### config.mk
export PLATFORM = sky130hd
export DESIGN_NAME = unidade_controle_rodadas
export DESIGN_NICKNAME = d
export VERILOG_FILES = /design/src/rtl/unidade_controle_rodadas.sv
export SDC_FILE = /design/constraint.sdc
export NUM_CORES = 1
export LEC_CHECK = 0
export CORE_MARGIN = 2
export CORE_UTILIZATION = 44
export DETAILED_ROUTE_END_ITERATION = 10
export PLACE_DENSITY = 0.74
export SLEW_MARGIN = 20
export SYNTH_ARGS = -nofsm -noshare
export SYNTH_HDL_FRONTEND = slang
export SYNTH_SLANG_ARGS = --single-unit
export TNS_END_PERCENT = 1
### constraint.sdc
create_clock -name clock -period 1.3 [get_ports clock]
set_input_delay 0.26 -clock clock [delete_from_list [all_inputs] [get_ports clock]]
set_output_delay 0.26 -clock clock [all_outputs]
set_load 0.01 [all_outputs]
### src/rtl/unidade_controle_rodadas.sv
// Round controller for the sequence-memory game: a Moore FSM that drives the
// address counter (E), round-limit counter (L) and play register (R), plus a
// per-play inactivity timer.
//
//  state          | code | meaning
//  inicial        | 0    | idle, waiting for jogar
//  preparacao     | 1    | clear E, L and R for a new game
//  inicia_rodada  | 2    | clear E to replay the sequence from address 0
//  espera_jogada  | 3    | wait for a press, timer running
//  registra       | 4    | load the pressed buttons into R
//  comparacao     | 5    | R now valid; decide the outcome of this play
//  proxima_jogada | 6    | advance E to the next address of this round
//  proxima_rodada | 7    | advance L, one more play in the next round
//  fim_acertou    | A    | game won, hold until jogar
//  fim_timeout    | D    | game lost by inactivity, hold until jogar
//  fim_errou      | E    | game lost by wrong play, hold until jogar
module unidade_controle_rodadas #(
  parameter int TIMEOUT_CICLOS = 3000
) (
  input  logic       clock,
  input  logic       reset,
  input  logic       jogar,
  input  logic       jogada_feita,
  input  logic       igualJ,
  input  logic       enderecoIgualL,
  input  logic       fimL,
  output logic       zeraE,
  output logic       contaE,
  output logic       zeraL,
  output logic       contaL,
  output logic       zeraR,
  output logic       registraR,
  output logic       ganhou,
  output logic       perdeu,
  output logic       pronto,
  output logic       db_timeout,
  output logic [3:0] db_estado
);

  localparam int TW = $clog2(TIMEOUT_CICLOS);
  localparam logic [TW-1:0] TIMER_LAST = TW'(TIMEOUT_CICLOS - 1);

  localparam logic [3:0] S_INICIAL        = 4'h0;
  localparam logic [3:0] S_PREPARACAO     = 4'h1;
  localparam logic [3:0] S_INICIA_RODADA  = 4'h2;
  localparam logic [3:0] S_ESPERA_JOGADA  = 4'h3;
  localparam logic [3:0] S_REGISTRA       = 4'h4;
  localparam logic [3:0] S_COMPARACAO     = 4'h5;
  localparam logic [3:0] S_PROXIMA_JOGADA = 4'h6;
  localparam logic [3:0] S_PROXIMA_RODADA = 4'h7;
  localparam logic [3:0] S_FIM_ACERTOU    = 4'hA;
  localparam logic [3:0] S_FIM_TIMEOUT    = 4'hD;
  localparam logic [3:0] S_FIM_ERROU      = 4'hE;

  logic [3:0]    estado_q, estado_d;
  logic [TW-1:0] timer_q, timer_d;
  logic          timer_fim;

  assign timer_fim = (timer_q == TIMER_LAST);

  // State and timer registers with synchronous reset
  always_ff @(posedge clock) begin
    if (reset) begin
      estado_q <= S_INICIAL;
      timer_q  <= '0;
    end else begin
      estado_q <= estado_d;
      timer_q  <= timer_d;
    end
  end

  // Timer counts only while waiting for a play; saturates so it can never wrap
  always_comb begin
    timer_d = '0;
    if (estado_q == S_ESPERA_JOGADA && !timer_fim) timer_d = timer_q + TW'(1);
    else if (estado_q == S_ESPERA_JOGADA)          timer_d = timer_q;
  end

  // Next-state logic; a press in the last timer cycle still counts as a play
  always_comb begin
    estado_d = S_INICIAL;
    case (estado_q)
      S_INICIAL:        estado_d = jogar ? S_PREPARACAO : S_INICIAL;
      S_PREPARACAO:     estado_d = S_INICIA_RODADA;
      S_INICIA_RODADA:  estado_d = S_ESPERA_JOGADA;
      S_ESPERA_JOGADA: begin
        if (jogada_feita)   estado_d = S_REGISTRA;
        else if (timer_fim) estado_d = S_FIM_TIMEOUT;
        else                estado_d = S_ESPERA_JOGADA;
      end
      S_REGISTRA:       estado_d = S_COMPARACAO;
      S_COMPARACAO: begin
        if (!igualJ)                    estado_d = S_FIM_ERROU;
        else if (enderecoIgualL && fimL) estado_d = S_FIM_ACERTOU;
        else if (enderecoIgualL)        estado_d = S_PROXIMA_RODADA;
        else                            estado_d = S_PROXIMA_JOGADA;
      end
      S_PROXIMA_JOGADA: estado_d = S_ESPERA_JOGADA;
      S_PROXIMA_RODADA: estado_d = S_INICIA_RODADA;
      S_FIM_ACERTOU:    estado_d = jogar ? S_PREPARACAO : S_FIM_ACERTOU;
      S_FIM_ERROU:      estado_d = jogar ? S_PREPARACAO : S_FIM_ERROU;
      S_FIM_TIMEOUT:    estado_d = jogar ? S_PREPARACAO : S_FIM_TIMEOUT;
      default:          estado_d = S_INICIAL;
    endcase
  end

  // Moore outputs decoded from the state register only
  always_comb begin
    zeraE      = 1'b0;
    contaE     = 1'b0;
    zeraL      = 1'b0;
    contaL     = 1'b0;
    zeraR      = 1'b0;
    registraR  = 1'b0;
    ganhou     = 1'b0;
    perdeu     = 1'b0;
    pronto     = 1'b0;
    db_timeout = 1'b0;
    case (estado_q)
      S_PREPARACAO: begin
        zeraE = 1'b1;
        zeraL = 1'b1;
        zeraR = 1'b1;
      end
      S_INICIA_RODADA:  zeraE = 1'b1;
      S_REGISTRA:       registraR = 1'b1;
      S_PROXIMA_JOGADA: contaE = 1'b1;
      S_PROXIMA_RODADA: contaL = 1'b1;
      S_FIM_ACERTOU: begin
        ganhou = 1'b1;
        pronto = 1'b1;
      end
      S_FIM_ERROU: begin
        perdeu = 1'b1;
        pronto = 1'b1;
      end
      S_FIM_TIMEOUT: begin
        perdeu     = 1'b1;
        pronto     = 1'b1;
        db_timeout = 1'b1;
      end
      default: ;
    endcase
  end

  assign db_estado = estado_q;

endmodule

# Yosys cells after proc, flatten, opt, wreduce, memory -nomap -nowiden
# Index checks and enable logic that the tools add are counted.
# op_classes
reduce_logical	9
n_eq_ne	12
mux	21
add_sub_neg	1
# op_table
operator	count
$pmux 4 s9	1
$mux 4	7
$mux 12	2
$eq 4x3->1 const B	4
$add 12x1->12 const B	1
$eq 12x12->1 const B	1
$eq 4x4->1 const B	3
$mux 1	11
$eq 4x2->1 const B	2
$reduce_or 2->1	4
$eq 4x1->1 const B	1
$logic_not 4->1	1
$reduce_or 3->1	1
$logic_and 1x1->1	2
$ne 2x1->1 const B	1
$logic_not 1->1	1
# totals
regBits	16
elab_cells	45

# Logic depth before layout (Yosys ltp)
# Gate-level depths: netlist (run 1).
# logic_depth
ltp_word	4
depth_mapped	5
mapped_depth_nobuf	5

# Least setup slack after synthesis (run 1)
# OpenSTA, ideal clock, no wires.
# synth_timing
path_type	reg-to-output
start	reg estado_q[1], in the netlist db_estado[1]
end	out zeraR
slack_ns	-0.179
arrival_ns	1.219
required_time_ns	1.040
path_stages_with_launch	5
n_path_buf	2
cell_sequence	dfxtp_1 > buf_2 > nand2b_1 > nor3_1 > buf_4
# synth_between
elab_chain_len	2
# synth_rtl
element	line	source
start: declaration	55	logic [3:0] estado_q, estado_d;
start signal: assignment	67	estado_q <= estado_d;
$eq 4x1->1	n/a	
$mux 1	n/a	
end: declaration	31	output logic zeraR,
# No other way between the ends.

# Worst setup path in the final report (run 1)
# layout_timing
start	reg estado_q[0], in the netlist db_estado[0]
end	out ganhou
# layout_between
elab_chain_len	2
# layout_rtl
element	line	source
$eq 4x4->1	119	case (estado_q)
$mux 1	119	
end: declaration	33	output logic ganhou,
# No other way between the ends.

==> reports/metrics.csv, run 1 <==
metric,value,unit
cp_slowest_cell,dfxtp_4,
finalCritPeriodShare,1.11,
diodes,0,
drtIter0Drc,24,
grt-ovfl-total,0,
wl_per_cell,13.8,um
max_slew_margin,0.836,
path_max_fanout,7,
htreeDepth,1,
final_common_cell,buf_4,
rr_worst_depth,6,
place_hpwl,1.84,mm
cts-root-buf,clkbuf_4,
critPathCaptureType,output port,
synth_cell_type_count,33,
hold_violations,0,
crit_arrival,1.18,ns
finalClockSkew,0.00333,ns
start_util,0.469,
violations,setup timing,
power.leakage,0.534,nW
outcome,"finished, violations left",
routed_via_density,5.41,
yosys_warnings,0,
synthesis.nets,128,
drc,0,
hp-class,register to register,
area_growth,57.8,%
dpl_cell_area,0.00133,mm2
setup_slack,-0.141,ns
yosysSeqAreaShare,0.348,
grt_pass1_vias,924,
nets,175,
numCtsBuffers,3,
worst_slew_pin_slew,0.244,ns
clockBufferDepth,2,
grt_setup_unrepaired,yes,
syn_area,920,um2
slowest_delay,0.38,ns
insertion_delay,0.29,ns
cts.sink_count,16,
postSynthAreaPerCell,7.66,um2
syn_inst,120,
row_count,16,
grt_max_degree,13,
critical_path_required,1.04,ns
vias,1044,
placedCellCount,187,
worst-path-buf-inv,1,
fmaxAchievable,0.694,GHz
ir_worst_vdd,0.000643,V
die_w,49.7,um
p_per_area,756,mW/mm2
ant_nets,0,
die_area,0.00247,mm2
drt_pass1_iterations,4,
drive_gt1_frac,0.452,
nFillCells,153,
gp_congestion,0.926,
antenna_found_initial,0,
maxCapViolCount,0,
hold_depth,2,
stdcell_area,0.00145,mm2
cp.depth,3,
slew_violations,0,
pin_count,21,
grt_pass1_wl,4.22,mm
ff_latch_area,340,um2
setup_viol,19,
core,0.00196,mm2
setup-tns-final,-1.26,ns
stdcell_count,193,
cts.clk_slew.worst_paths,0.09,ns
multi_input_area,656,um2
crit_chain,nand2b_4 -> nor3b_2 -> buf_2,
grt_usage,0.216,
start_kind,register,
wl,2.66,mm
layout_common_cells,"21 x buf_4, 17 x nor2_1, 13 x buf_2, 11 x nand2_1",
cts_tree,built,
cp_top_family,flip-flops,
yosys_register_bits,16,
fp.dieH,49.7,um
io_buffers,20,
critPathKind,register to output port,
dp_slack,-0.358,ns
min_period,1.44,ns
-- area by class of cell --
| cell class | instances | area share |
|---|---|---|
| Sequential cell | 16 | 0.234 |
| Multi-Input combinational cell | 95 | 0.452 |
| Tap cell | 27 | 0.0233 |
| Timing Repair Buffer | 49 | 0.260 |
| Inverter | 2 | 0.00517 |
| Clock buffer | 4 | 0.0250 |
-- worst reg2reg max path, cell delays in order (launching register included) --
cell	delay, ns
dfxtp_2	0.37
ha_4	0.16
nand4_1	0.12
nor4_4	0.25
buf_6	0.17
a41oi_1	0.13
a21oi_1	0.16
-- path summary, 6_finish.rpt --
path,end,slack (ns),startpoint
setup / recovery,ganhou,-0.14,db_estado[0]
hold / removal,timer_q[7],0.56,timer_q[7]
setup reg to reg,db_estado[2],-0.14,timer_q[1]
hold reg to reg,timer_q[7],0.56,timer_q[7]
-- flip-flops by register name (all words and copies together), names as in the netlist --
name and cells:
db_estado 4, timer_q 12
-- routing by layer --
metal | routed length (um) | vias up | share of wire | global-route usage
li1 | - | 515 | - | -
met1 | 1250 | 499 | 0.47 | 0.297
met2 | 1280 | 24 | 0.48 | 0.333
met3 | 99 | 6 | 0.037 | 0.0545
met4 | 34 | 0 | 0.013 | 0.0602
met5 | 0 | - | 0 | 0
-- stage by stage --
step / power (W) / utilization / hold WS (ns)
2_1_floorplan: 0.000634 / - / 0.443
3_3_place_gp: 0.000755 / 0.677 / 0.491
3_5_place_dp: 0.000762 / 0.677 / 0.497
4_1_cts: 0.00110 / 0.715 / 0.511
5_1_grt: 0.00115 / 0.740 / 0.581
6_report: 0.00110 / 0.740 / 0.563
-- cell families after synthesis --
group,share of synthesized area
flip-flops,0.348
multiplexers,0.0109
buffers and inverters,0.0449
AO/OA/AOI/OAI,0.173
AND/OR/NAND/NOR,0.352
XOR/XNOR,0.0571
adder cells (fa/ha/maj),0.0136
-- synth_stat cells --
| master | n | area share |
|---|---|---|
| a211oi_1 | 2 | 0.016 |
| a21boi_0 | 2 | 0.016 |
| a21o_1 | 1 | 0.0082 |
| a21oi_1 | 10 | 0.054 |
| a311oi_1 | 1 | 0.0095 |
| a31o_2 | 1 | 0.0095 |
| a41oi_1 | 1 | 0.0095 |
| buf_2 | 3 | 0.016 |
| buf_4 | 1 | 0.0082 |
| clkbuf_1 | 3 | 0.012 |
| dfxtp_1 | 16 | 0.35 |
| ha_1 | 1 | 0.014 |
| inv_1 | 2 | 0.0082 |
| mux2i_1 | 1 | 0.011 |
| nand2_1 | 11 | 0.045 |
| nand2b_1 | 5 | 0.034 |
| nand3_1 | 5 | 0.027 |
| nand3b_1 | 2 | 0.016 |
| nand4_1 | 3 | 0.020 |
| nand4bb_1 | 1 | 0.012 |
| nor2_1 | 18 | 0.073 |
| nor2b_1 | 2 | 0.014 |
| nor3_1 | 6 | 0.033 |
| nor3b_1 | 1 | 0.0082 |
| nor4_4 | 1 | 0.023 |
| o211ai_1 | 1 | 0.0082 |
| o21ai_0 | 6 | 0.033 |
| o21bai_1 | 1 | 0.0082 |
| or2_2 | 1 | 0.0068 |
| or3_1 | 4 | 0.027 |
| or3_4 | 1 | 0.012 |
| xnor2_1 | 5 | 0.048 |
| xor2_1 | 1 | 0.0095 |
-- power by group --
part,internal (W),total (W),switching [W]
logic,0.000130,0.000247,0.000118
clock network,0.000171,0.000327,0.000157
registers,0.000501,0.000523,0.0000222
-- what timing repair did --
item / in CTS / in global routing
setup endpoints to repair: 30 / 27
pin swaps: 9 / 6
hold buffers: 0 / 0
setup buffers: 1 / 1
gates resized for setup: 78 / 18
Power figures use the tool's default switching activity.
==> run 2, diff against run 1 <==
- CORE_ASPECT_RATIO: unset -> 1.1
==> reports/metrics.csv, run 2 (synthesized netlist as in run 1, its figures left out) <==
metric,value,unit
setup-tns-final,-0.977,ns
wl,2.45,mm
ir_worst_vdd,0.000418,V
crit_arrival,1.62,ns
critPathCaptureType,register,
diodes,0,
worstReg2RegEnd,db_estado[2],
outcome,"finished, violations left",
power.leakage,0.513,nW
min_period,1.41,ns
hold_path.startpoint,timer_q[7],
ant_nets,0,
maxCapViolCount,0,
clockBufferDepth,2,
rr_worst_depth,6,
insertion_delay,0.28,ns
drive_gt1_frac,0.423,
gp_congestion,0.796,
holdPathEnd,timer_q[7],
fmaxAchievable,0.712,GHz
die_w,47.6,um
hold_ws,0.528,ns
drt_pass1_iterations,4,
cp_slowest_cell,dfxtp_2,
finalClockSkew,0.00288,ns
nets,173,
worst-path-buf-inv,1,
r2r_slack,-0.11,ns
cts_tree,built,
crit_chain,ha_4 -> nand4_1 -> nor4_4 -> buf_6 -> a41oi_2 -> a21oi_2,
start_util,0.460,
drtIter0Drc,17,
io_buffers,20,
grt_pass1_wl,3.80,mm
grt_max_degree,13,
cp_top_family,simple AND/OR/NAND/NOR gates,
p_per_area,732,mW/mm2
slowest_delay,0.37,ns
cts.sink_count,16,
hold_violations,0,
critPathKind,register to register,
finalCritPeriodShare,1.08,
largest_reg_flops,12,
cts.clk_slew.worst_paths,0.09,ns
numCtsBuffers,3,
drc,0,
holdBufCountCts,0,
layout_common_cells,"21 x buf_4, 16 x nor2_1, 14 x buf_2, 10 x nand2_1, 9 x dfxtp_1",
antenna_found_initial,0,
path_max_fanout,7,
hp-class,register to register,
fin_util,0.702,
vias,1010,
r2r-start,timer_q[1],
setup_viol,19,
max_flop_register,timer_q,
grt_usage,0.216,
grt_setup_unrepaired,yes,
start_kind,register,
place_hpwl,1.80,mm
worst_slew_pin_slew,0.258,ns
setup_slack,-0.105,ns
max_slew_margin,0.827,
grt-ovfl-total,0,
slew_violations,0,
fp.dieH,52.0,um
violations,setup timing,
final_common_cell,buf_4,
pin_count,21,
total_power,0.00103,W
core,0.00200,mm2
routed_via_density,5.29,
die_area,0.00247,mm2
dp_slack,-0.325,ns
row_count,17,
hold_depth,2,
nFillCells,168,
wl_per_cell,12.8,um
critical_path_required,1.51,ns
cts-root-buf,clkbuf_4,
area_growth,52.5,%
grt_pass1_vias,970,
htreeDepth,1,
[run 2: worst max path at each step]
stage	from	end	slack, ns	cells past startpoint
detailed placement	db_estado[0]	zeraE	-0.32	3
global placement	db_estado[0]	pronto	-0.29	3
floorplan	timer_q[10]	timer_q[1]	-0.12	4
finish	timer_q[1]	db_estado[2]	-0.11	6
CTS	db_estado[0]	ganhou	-0.1	3
global route	timer_q[1]	db_estado[2]	-0.20	6
[run 2: per-stage QoR]
step | cell area (um2) | std cells
floorplan | 926 | 120
global placement | 1320 | 187
detailed placement | 1320 | 187
CTS | 1400 | 191
global route | 1400 | 191
finish | 1400 | 191
[run 2: cell type report]
cell class                      count  area, um2  area share
Multi-Input combinational cell     95        643       0.459
Timing Repair Buffer               47        355       0.253
Sequential cell                    16        339       0.242
Tap cell                           28       35.0      0.0250
Clock buffer                        3       22.5      0.0161
Inverter                            2       7.51     0.00535
[run 2: report_power, final]
| part | internal (W) | leakage [nW] | switching, W |
|---|---|---|---|
| Clock | 0.000108 | 0.0138 | 0.000153 |
| Combinational | 0.000126 | 0.365 | 0.000117 |
| Sequential | 0.000501 | 0.134 | 0.0000236 |
[run 2: what timing repair did]
item                       4_1_cts  5_1_grt
resized for setup               79       12
setup endpoints to repair       30       28
setup buffers                    1        0
pin swaps                        9        2
cloned                           0        0
[run 2: layer usage]
metal | vias up | track usage | routed length (um)
met5 | - | 0 | 0
met4 | 0 | 0.153 | 56
met3 | 6 | 0.0243 | 63
met2 | 27 | 0.383 | 1340
met1 | 470 | 0.220 | 994
li1 | 507 | - | -
[run 2: worst min-delay path, cell delays in order (launching register included)]
cell and delay (ns):
dfxtp_1 0.35, o21ai_0 0.08, a21oi_1 0.06
